==> src/rtl/reg_file_dumper_pkg.sv <==
// -----------------------------------------------------------------------------
// reg_file_dumper_pkg
//
// Shared definitions for the register-file dump path:
//   DEF_DATA_W  default register width in bits
//   DEF_ADDR_W  default register address width
//   NUM_REGS    number of registers addressed (2**DEF_ADDR_W)
//   state_t     controller state encoding (idle / running a dump)
// -----------------------------------------------------------------------------
package reg_file_dumper_pkg;

  localparam int DEF_DATA_W = 32;
  localparam int DEF_ADDR_W = 5;
  localparam int NUM_REGS   = 2 ** DEF_ADDR_W;

  typedef enum logic {
    ST_IDLE = 1'b0,
    ST_RUN  = 1'b1
  } state_t;

endpackage : reg_file_dumper_pkg

==> src/rtl/reg_file_dumper_if.sv <==
// -----------------------------------------------------------------------------
// reg_file_dumper_if
//
// Bundles every non-clock/reset signal of the dumper.
//   start/first_reg/last_reg   dump request and inclusive address range
//   rf_read_reg/rf_read_data   one register-file read port (combinational data)
//   out_valid/out_ready        output stream handshake
//   out_reg/out_data           register number and value of the current beat
//   busy/done/checksum         status: dump running, end pulse, XOR of beats
//
// Modports:
//   master  the dumper itself
//   slave   the environment (requester, register file, stream consumer)
// -----------------------------------------------------------------------------
interface reg_file_dumper_if
  import reg_file_dumper_pkg::*;
#(
  parameter int DATA_W = DEF_DATA_W,
  parameter int ADDR_W = DEF_ADDR_W
) ();

  logic              start;
  logic [ADDR_W-1:0] first_reg;
  logic [ADDR_W-1:0] last_reg;
  logic [ADDR_W-1:0] rf_read_reg;
  logic [DATA_W-1:0] rf_read_data;
  logic              out_valid;
  logic              out_ready;
  logic [ADDR_W-1:0] out_reg;
  logic [DATA_W-1:0] out_data;
  logic              busy;
  logic              done;
  logic [DATA_W-1:0] checksum;

  modport master (
    input  start,
    input  first_reg,
    input  last_reg,
    output rf_read_reg,
    input  rf_read_data,
    output out_valid,
    input  out_ready,
    output out_reg,
    output out_data,
    output busy,
    output done,
    output checksum
  );

  modport slave (
    output start,
    output first_reg,
    output last_reg,
    input  rf_read_reg,
    output rf_read_data,
    input  out_valid,
    output out_ready,
    input  out_reg,
    input  out_data,
    input  busy,
    input  done,
    input  checksum
  );

endinterface : reg_file_dumper_if

==> src/rtl/reg_file_dumper.sv <==
// -----------------------------------------------------------------------------
// reg_file_dumper
//
// Walks an inclusive, wrapping register address range through one read port
// of the register file and streams (register number, value) beats out over a
// valid/ready handshake, one beat per cycle at best. An XOR checksum of the
// accepted beats is kept and held until the next dump starts.
//
// Ports:
//   clk     clock, all state changes on the rising edge
//   rst     synchronous active-high reset; aborts a dump without done
//   io_bus  reg_file_dumper_if.master: request, read port, stream, status
//
// Timing: the read address is registered, so the first beat is valid two
// cycles after the start cycle. done pulses the cycle after the last
// handshake; busy stays high through that cycle so a start coinciding with
// done is ignored.
// -----------------------------------------------------------------------------
module reg_file_dumper
  import reg_file_dumper_pkg::*;
#(
  parameter int DATA_W = DEF_DATA_W,
  parameter int ADDR_W = DEF_ADDR_W
) (
  input  logic              clk,
  input  logic              rst,
  reg_file_dumper_if.master io_bus
);

  // ---------------------------------------------------------------------------
  // State
  // ---------------------------------------------------------------------------
  state_t            r_state;
  logic [ADDR_W-1:0] r_rd_addr;
  // Beats still to fetch; needs one extra bit to hold a full 2**ADDR_W range.
  logic [ADDR_W:0]   r_remaining;
  logic              r_out_valid;
  logic [ADDR_W-1:0] r_out_reg;
  logic [DATA_W-1:0] r_out_data;
  logic [DATA_W-1:0] r_checksum;
  logic              r_done;

  state_t            w_state_next;
  logic [ADDR_W-1:0] w_rd_addr_next;
  logic [ADDR_W:0]   w_remaining_next;
  logic              w_out_valid_next;
  logic [ADDR_W-1:0] w_out_reg_next;
  logic [DATA_W-1:0] w_out_data_next;
  logic [DATA_W-1:0] w_checksum_next;
  logic              w_done_next;

  logic              w_fire;
  logic              w_fetch;
  logic [ADDR_W-1:0] w_span;

  // Distance from first to last, modulo the register count; a range of
  // N registers gives w_span = N-1, so first==last is one beat and
  // last==first-1 is a full sweep.
  assign w_span = io_bus.last_reg - io_bus.first_reg;

  // ---------------------------------------------------------------------------
  // State register
  // ---------------------------------------------------------------------------
  always_ff @(posedge clk) begin
    if (rst) begin
      r_state     <= ST_IDLE;
      r_rd_addr   <= '0;
      r_remaining <= '0;
      r_out_valid <= 1'b0;
      r_out_reg   <= '0;
      r_out_data  <= '0;
      r_checksum  <= '0;
      r_done      <= 1'b0;
    end else begin
      r_state     <= w_state_next;
      r_rd_addr   <= w_rd_addr_next;
      r_remaining <= w_remaining_next;
      r_out_valid <= w_out_valid_next;
      r_out_reg   <= w_out_reg_next;
      r_out_data  <= w_out_data_next;
      r_checksum  <= w_checksum_next;
      r_done      <= w_done_next;
    end
  end

  // ---------------------------------------------------------------------------
  // Next-state and datapath
  // ---------------------------------------------------------------------------
  always_comb begin
    w_state_next     = r_state;
    w_rd_addr_next   = r_rd_addr;
    w_remaining_next = r_remaining;
    w_out_valid_next = r_out_valid;
    w_out_reg_next   = r_out_reg;
    w_out_data_next  = r_out_data;
    w_checksum_next  = r_checksum;
    w_done_next      = 1'b0;
    w_fire           = r_out_valid & io_bus.out_ready;
    w_fetch          = 1'b0;

    case (r_state)
      ST_IDLE: begin
        if (io_bus.start) begin
          w_state_next     = ST_RUN;
          w_rd_addr_next   = io_bus.first_reg;
          w_remaining_next = {1'b0, w_span} + (ADDR_W + 1)'(1);
          w_checksum_next  = '0;
        end
      end

      ST_RUN: begin
        if (r_done) begin
          // done cycle: the stream is already empty, just release busy.
          w_state_next = ST_IDLE;
        end else begin
          // The output stage can take a new beat when it is empty or its
          // current beat is leaving this cycle.
          w_fetch = (r_remaining != '0) && (!r_out_valid || io_bus.out_ready);

          if (w_fire) begin
            w_checksum_next = r_checksum ^ r_out_data;
          end

          if (w_fetch) begin
            // rf_read_data is sampled at the edge, so a register-file write
            // landing on the same edge is not seen: the old value is dumped.
            w_out_data_next  = io_bus.rf_read_data;
            w_out_reg_next   = r_rd_addr;
            w_out_valid_next = 1'b1;
            w_rd_addr_next   = r_rd_addr + ADDR_W'(1);
            w_remaining_next = r_remaining - (ADDR_W + 1)'(1);
          end else if (w_fire) begin
            w_out_valid_next = 1'b0;
          end

          // Nothing left to fetch and the held beat is accepted: last beat.
          if (w_fire && (r_remaining == '0)) begin
            w_done_next = 1'b1;
          end
        end
      end

      default: begin
        w_state_next = ST_IDLE;
      end
    endcase
  end

  // ---------------------------------------------------------------------------
  // Outputs
  // ---------------------------------------------------------------------------
  assign io_bus.rf_read_reg = r_rd_addr;
  assign io_bus.out_valid   = r_out_valid;
  assign io_bus.out_reg     = r_out_reg;
  assign io_bus.out_data    = r_out_data;
  assign io_bus.busy        = (r_state == ST_RUN);
  assign io_bus.done        = r_done;
  assign io_bus.checksum    = r_checksum;

endmodule : reg_file_dumper

==> src/flat_wrapper.sv <==
// flat-port wrapper written by rule: the top's interface ports become plain ports
module reg_file_dumper_flat import reg_file_dumper_pkg::*;
#(
  parameter int DATA_W = DEF_DATA_W,
  parameter int ADDR_W = DEF_ADDR_W
)
  (clk, rst, io_bus_start, io_bus_first_reg, io_bus_last_reg, io_bus_rf_read_reg, io_bus_rf_read_data, io_bus_out_valid, io_bus_out_ready, io_bus_out_reg, io_bus_out_data, io_bus_busy, io_bus_done, io_bus_checksum);
  reg_file_dumper_if #(.DATA_W(DATA_W), .ADDR_W(ADDR_W)) io_bus_i ();
  input  logic clk;
  input  logic rst;
  input wire logic [$bits(io_bus_i.start)-1:0] io_bus_start;
  input wire logic [$bits(io_bus_i.first_reg)-1:0] io_bus_first_reg;
  input wire logic [$bits(io_bus_i.last_reg)-1:0] io_bus_last_reg;
  output wire logic [$bits(io_bus_i.rf_read_reg)-1:0] io_bus_rf_read_reg;
  input wire logic [$bits(io_bus_i.rf_read_data)-1:0] io_bus_rf_read_data;
  output wire logic [$bits(io_bus_i.out_valid)-1:0] io_bus_out_valid;
  input wire logic [$bits(io_bus_i.out_ready)-1:0] io_bus_out_ready;
  output wire logic [$bits(io_bus_i.out_reg)-1:0] io_bus_out_reg;
  output wire logic [$bits(io_bus_i.out_data)-1:0] io_bus_out_data;
  output wire logic [$bits(io_bus_i.busy)-1:0] io_bus_busy;
  output wire logic [$bits(io_bus_i.done)-1:0] io_bus_done;
  output wire logic [$bits(io_bus_i.checksum)-1:0] io_bus_checksum;
  assign io_bus_i.start = io_bus_start;
  assign io_bus_i.first_reg = io_bus_first_reg;
  assign io_bus_i.last_reg = io_bus_last_reg;
  assign io_bus_rf_read_reg = io_bus_i.rf_read_reg;
  assign io_bus_i.rf_read_data = io_bus_rf_read_data;
  assign io_bus_out_valid = io_bus_i.out_valid;
  assign io_bus_i.out_ready = io_bus_out_ready;
  assign io_bus_out_reg = io_bus_i.out_reg;
  assign io_bus_out_data = io_bus_i.out_data;
  assign io_bus_busy = io_bus_i.busy;
  assign io_bus_done = io_bus_i.done;
  assign io_bus_checksum = io_bus_i.checksum;
  reg_file_dumper #(.DATA_W(DATA_W), .ADDR_W(ADDR_W)) u_core (.clk(clk), .rst(rst), .io_bus(io_bus_i));
endmodule
==> config.mk <==
export PLATFORM = sky130hd
export DESIGN_NAME = reg_file_dumper_flat
export DESIGN_NICKNAME = d
export VERILOG_FILES = /design/src/rtl/reg_file_dumper_pkg.sv /design/src/rtl/reg_file_dumper_if.sv /design/src/rtl/reg_file_dumper.sv /design/src/flat_wrapper.sv
export SDC_FILE = /design/constraint.sdc
export NUM_CORES = 1
export LEC_CHECK = 0
export ABC_CLOCK_PERIOD_IN_PS = 2600
export CAP_MARGIN = 20
export CORE_MARGIN = 1
export CORE_UTILIZATION = 47
export CTS_BUF_LIST = sky130_fd_sc_hd__clkbuf_8
export DETAILED_ROUTE_END_ITERATION = 10
export PLACE_DENSITY = 0.82
export REMOVE_ABC_BUFFERS = 1
export SETUP_SLACK_MARGIN = 0.05
export SLEW_MARGIN = 20
export SYNTH_ARGS = -nofsm -noshare
export SYNTH_HDL_FRONTEND = slang
export SYNTH_SLANG_ARGS = --single-unit
==> constraint.sdc <==
create_clock -name clk -period 2.6 [get_ports clk]
set_input_delay 0.52 -clock clk [delete_from_list [all_inputs] [get_ports clk]]
set_output_delay 0.52 -clock clk [all_outputs]
set_load 0.03 [all_outputs]
==> results of run 1 <==
worst paths after layout:
kind	to	slack (ns)	depth (start not counted)
setup / recovery	u_core.r_remaining[5]	0.36	9
hold / removal	u_core.io_bus.out_reg[0]	0.46	2
hold reg to reg	u_core.io_bus.out_reg[0]	0.46	2
setup reg to reg	u_core.r_remaining[4]	0.77	7
cell usage in the layout (no fill, tap or decap), types with 2 or more instances in the layout:
cell type        synthesis  layout
inv_1                   11      11
dfxtp_1                 83      83
and2b_2                  2       2
xor2_1                  35      35
nand3b_1                 3       3
nor2_1                  38      38
a21oi_1                 48      48
nand2_1                116     116
nand3_1                  6       6
o22ai_1                  2       2
clkbuf_8                 0      10
a211oi_1                 5       5
clkdlybuf4s50_1          0     121
buf_4                    0       7
ha_1                     8       8
nor2b_1                  3       3
mux2i_1                  2       2
xnor2_1                  3       3
and4_1                   2       2
bufinv_16                0       2
nor3_1                   2       2
and2_1                   2       2
o21ai_0                  6       6
nand2b_1                 6       6
clkinv_2                 0       2
routing by layer:
| layer | GRT usage [%] | vias up | routed length (um) |
|---|---|---|---|
| li1 | - | 1625 | - |
| met3 | 5.54 | 12 | 564 |
| met5 | 0 | - | 0 |
| met1 | 29.2 | 1488 | 3990 |
| met2 | 38.2 | 103 | 4290 |
| met4 | 8.80 | 0 | 170 |
worst reg2reg max path, delay by kind of cell (launching register included):
| kind | cells | cell delay [ns] |
|---|---|---|
| AOI/OAI and AO/OA | 3 | 0.69 |
| adders and majority gates | 1 | 0.17 |
| buffers and inverters | 1 | 0.11 |
| DFF | 1 | 0.33 |
| and+or+nand+nor | 2 | 0.42 |
where the power goes:
part,switching (mW),total (mW),leakage (nW),internal (mW)
combinational,0.486,0.842,1.09,0.356
sequential,0.0756,1.43,0.675,1.36
clock,0.453,1.02,0.117,0.569
logic make-up after synthesis:
kind of cell	share of synthesized area, %
xor gates and xnor gates	9.27
muxes	0.871
buffers and inverters	4.84
adders and majority gates	3.34
AOI/OAI and AO/OA	12.4
DFF	46.3
and+or+nand+nor	23.0
stage by stage:
step	TNS, ns	std cells	worst slack, ns	area (um^2)
after floorplan	-1.44	404	-0.203	3460
after global placement	0	633	0.0950	4880
after detailed placement	0	633	0.00153	4880
after CTS	0	649	0.370	5110
after global routing	0	649	0.247	5110
final	0	649	0.358	5110
area by class of cell:
class                           instances  area [um^2]
Sequential cell                        83         1660
Tap cell                               99          124
Clock buffer                           10          138
Clock inverter                          6         87.6
Inverter                               11         41.3
Multi-Input combinational cell        310         1770
Fill cell                             552         2220
Timing Repair Buffer                  130         1290
==> metrics, run 1 <==
status finished, final reports clean; area of the die between 7000 and 8000 um^2; leakage power total ~1.9 nW; crit-path cells clkdlybuf4s50_1 > ha_1 > inv_1 > fa_1 > xor2_1 > nand3_1 > nor2_1 > nand3_1 > a211oi_1; most frequent cells after synthesis nand2_1, dfxtp_1, a21oi_1; Post-synth ARST share 0%; worst slew pin tran 0.369 ns; WL per Instance 13.9 um; Max Buffers Root-to-Sink 2; Post-Syn Area 3590 um^2; htree depth 3; Crit. Startpoint io_bus_first_reg[0]; vias in the first global route 2,936; Setup violations, final 0; CTS tree built; crit share post-route a little under nine tenths; cell row count 31; initial antenna violation count 0; core area 7330 um^2; top-count cell post-synth nand2_1; n_diodes 0; Seq/Total Area, Yosys 46.3%; clk sinks 83; residual overflow from global routing 0; Crit path required time 2.87 ns; RSZ-0062 raised after global routing no; Ports around 120; Mapped Cells between 400 and 500; CP top delay family adder cells; Area growth, synth to finish 42.2%; 1st-iter DRT viols 121; CP endpoint kind register; routed vias 3,228; Die Width 89.4 um; post-CTS setup buffer count 0; cts bufs inserted 9; critical path type primary input to register; root buffer cell clkbuf_8; GRT Util Overall 23.1%; Final ANT Viol Nets 0; Crit path largest cell delay 0.50 ns; Critical Path AT 2.51 ns; Seq cells post-synth 83; post_cts resized 0; Worst-Skew Late Latency approximately 0.35 ns; Worst slew margin 75.4%; starting density of the core between 40% and 50%; largest net degree at the start of global routing 38; Routed WL around 9.0 mm; routability cong. 0.819; Port Buf Inserts ~120; CP max FO 3; Buf+Inv Stages, Crit Path 2; Crit path top cell by count nand3_1; Yosys top cell area share 46.3%; Synth Area per Inst ~8.4 um^2; Final Hold Viols 0; area leader, netlist dfxtp_1; Tot Pwr ~3.3 mW; count of cell types in the netlist 44; RR Startpoint u_core.r_remaining[0]; Ys Warns 0; Fmax approximately 0.45 GHz; layout cell share with drive strength beyond 1 6.73%; die height 89.4 um; DRC 0; Area contributors post-synth dfxtp_1, nand2_1, xor2_1; Worst Skew 0.00708 ns; via-per-instance ratio 4.97; Peak VDD IR 0.000348 V; final net count 600; worst hold slack 0.458 ns; pwr/cell area 645 nW/um^2; final core utilization 69.7%; Synth Flop Type dfxtp_1; DP HPWL between 6 and 7 mm; Worst-path clk slew ~0.08 ns; Setup crit start kind primary input; Final min period 2.24 ns; drt first pass iters 4; Slew Viols, Final 0; Max-cap violations 0; number of synthesized flops with an enable pin 0; hold path startpoint u_core.io_bus.out_reg[0]; first-pass GRT wire length 14.1 mm; Post-CTS Hold Buffers 0; slowest library cell on the worst path clkdlybuf4s50_1; Min-Delay Path Class register to register
(Power assumes the default switching activity.)
==> run 2, diff against run 1 <==
--- a/config.mk
+++ b/config.mk
@@ -7,11 +7,11 @@
 export LEC_CHECK = 0
 export ABC_CLOCK_PERIOD_IN_PS = 2600
 export CAP_MARGIN = 20
+export CORE_ASPECT_RATIO = 1.5
 export CORE_MARGIN = 1
-export CORE_UTILIZATION = 47
-export CTS_BUF_LIST = sky130_fd_sc_hd__clkbuf_8
+export CORE_UTILIZATION = 45
 export DETAILED_ROUTE_END_ITERATION = 10
-export PLACE_DENSITY = 0.82
+export PLACE_DENSITY = 0.79
 export REMOVE_ABC_BUFFERS = 1
 export SETUP_SLACK_MARGIN = 0.05
 export SLEW_MARGIN = 20
==> constraint.sdc (replaced) <==
create_clock -name clk -period 2.6 [get_ports clk]
set_input_delay 0.52 -clock clk [delete_from_list [all_inputs] [get_ports clk]]
set_output_delay 0.52 -clock clk [all_outputs]
set_load 0.05 [all_outputs]
==> run 2 against run 1 <==
Against the previous run: sequential cell count is the same; non-clock buffer count shrank 1; worst setup slack gained 0.019 ns; register-to-register slack is essentially flat; maximum frequency grew 0.87%; cell count grew 0.15%; critical path depth is the same; combinational power grew 12%; highest routed layer unchanged.
==> metrics, run 2 (synthesized netlist as in run 1, its figures left out) <==
status finished, final reports clean (unchanged); Worst Skew 0.00467 ns (was 0.00708 ns); routability cong. 0.800 (was 0.819); CP top delay family adder cells (unchanged); post_cts resized 0 (unchanged); layout cell share with drive strength beyond 1 6.39% (was 6.73%); Slew Viols, Final 0 (unchanged); CP endpoint kind register (unchanged); cts bufs inserted 9 (unchanged); Fmax 0.450 GHz (was 0.446 GHz); slowest library cell on the worst path clkdlybuf4s50_1 (unchanged); root buffer cell clkbuf_16 (was clkbuf_8); clk sinks 83 (unchanged); final net count 599 (was 600); flop-to-flop setup slack 0.76 ns (was 0.77 ns); Final Hold Viols 0 (unchanged); worst slew pin tran 0.550 ns (was 0.369 ns); commonest cells after routing, fill and taps aside clkdlybuf4s50_1, nand2_1, dfxtp_1, a21oi_1, nor2_1 (unchanged); drt first pass iters 4 (unchanged); Routed WL 9.01 mm (was 9.02 mm); crit-path cells clkdlybuf4s50_1 > ha_1 > inv_1 > fa_1 > a21o_1 > a21oi_1 > xnor2_1 > nand3_1 > a211oi_1 (was clkdlybuf4s50_1 > ha_1 > inv_1 > fa_1 > xor2_1 > nand3_1 > nor2_1 > nand3_1 > a211oi_1); critical path type primary input to register (unchanged); residual overflow from global routing 0 (unchanged); Setup TNS Final 0 ns (unchanged); dpl cell area 4880 um^2 (about the same); n_diodes 0 (unchanged); Max-cap violations 0 (unchanged); area of the die 8350 um^2 (was 8000 um^2); Peak VDD IR 0.000474 V (was 0.000348 V); RSZ-0062 raised after global routing no (unchanged); via-per-instance ratio 4.97 (about the same); Crit path largest cell delay 0.50 ns (about the same); Critical Path AT 2.47 ns (was 2.51 ns); Final ANT Viol Nets 0 (unchanged); GRT Util Overall 22.8% (was 23.1%); Ports 123 (unchanged); fin area 5190 um^2 (was 5110 um^2); Worst slew margin 63.4% (was 75.4%); starting density of the core 46.9% (was 49.0%); Setup violations, final 0 (unchanged); core area 7660 um^2 (was 7330 um^2); CTS tree built (unchanged); most common cell after layout, fill and taps aside clkdlybuf4s50_1 (unchanged); largest net degree at the start of global routing 33 (was 38); Max Buffers Root-to-Sink 2 (unchanged); DP HPWL 6.45 mm (was 6.42 mm); first-pass GRT wire length 14.7 mm (was 14.1 mm); WL per Instance 13.9 um (about the same); routed vias 3,232 (was 3,228); Worst-Skew Late Latency 0.33 ns (was 0.35 ns); Area growth, synth to finish 44.5% (was 42.2%); DRC 0 (unchanged); Buf+Inv Stages, Crit Path 2 (unchanged); vias in the first global route 3,149 (was 2,936); leakage power total 1.91 nW (was 1.88 nW); die height 111 um (was 89.4 um); Port Buf Inserts 122 (unchanged); initial antenna violation count 0 (unchanged); Post-CTS Hold Buffers 0 (unchanged); CP max FO 3 (unchanged); Final min period 2.22 ns (was 2.24 ns); Die Width 75.0 um (was 89.4 um); htree depth 3 (unchanged); 1st-iter DRT viols 125 (was 121); post-CTS setup buffer count 0 (unchanged); cell row count 39 (was 31); worst hold slack 0.459 ns (was 0.458 ns); Worst-path clk slew 0.06 ns (was 0.08 ns); crit share post-route 85.5% (was 86.2%); pwr/cell area 709 nW/um^2 (was 645 nW/um^2); Crit path required time 2.85 ns (was 2.87 ns); Min-Delay Path Class register to register (unchanged); Setup crit start kind primary input (unchanged)
run 2: changes by cell type in the layout (fill, tap and decap cells not counted):
cell / change
clkbuf_8: -7
clkbuf_16: +9
buf_4: -1
inv_6: -1
clkinv_2: -2
bufinv_16: -1
clkinvlp_4: +1
run 2: cell type report:
class	instances	area (um^2)
multi-input combinational	310	1770
sequential	83	1660
timing repair buffer	129	1280
clock buffer	12	267
fill	616	2470
clock inverter	3	46.3
inverter	11	41.3
tap	102	128
run 2: path summary, 6_finish.rpt:
path,start,to,cells past startpoint
max,io_bus_first_reg[0],u_core.r_remaining[5],9
min,u_core.io_bus.out_reg[1],u_core.io_bus.out_reg[1],2
max reg2reg,u_core.r_remaining[0],u_core.r_remaining[4],7
min reg2reg,u_core.io_bus.out_reg[1],u_core.io_bus.out_reg[1],2
run 2: power by group:
part / total [mW] / switching [mW] / internal [mW]
logic: 0.942 / 0.588 / 0.354
registers: 1.44 / 0.0765 / 1.36
clock network: 1.30 / 0.484 / 0.818
total: 3.68 / 1.15 / 2.53
run 2: worst min-delay path: cells and delay by family, from the launching register on:
kind	cells	cell delay, ns
AND/OR/NAND/NOR	1	0.05
flip-flops	1	0.31
AO/OA/AOI/OAI	1	0.05
run 2: layer usage:
| metal | part of all wire (%) | wire length [um] | vias up | track usage [%] |
|---|---|---|---|---|
| met4 | 1.8 | 164 | 0 | 7.92 |
| met5 | 0 | 0 | - | 0 |
| met3 | 5.1 | 455 | 12 | 5.07 |
| li1 | - | - | 1623 | - |
| met1 | 40 | 3610 | 1495 | 25.0 |
| met2 | 53 | 4780 | 102 | 41.4 |
run 2: through the flow:
| stage | utilization [%] | cells | worst slack, ns | power [mW] |
|---|---|---|---|---|
| global route | 67.8 | 650 | 0.271 | 3.85 |
| CTS | 67.8 | 650 | 0.388 | 3.72 |
| detailed placement | 63.7 | 635 | 0.0269 | 2.41 |
| floorplan | - | 404 | -0.348 | 2.05 |
| finish | 67.8 | 650 | 0.377 | 3.68 |
| global placement | 63.7 | 635 | 0.101 | 2.39 |
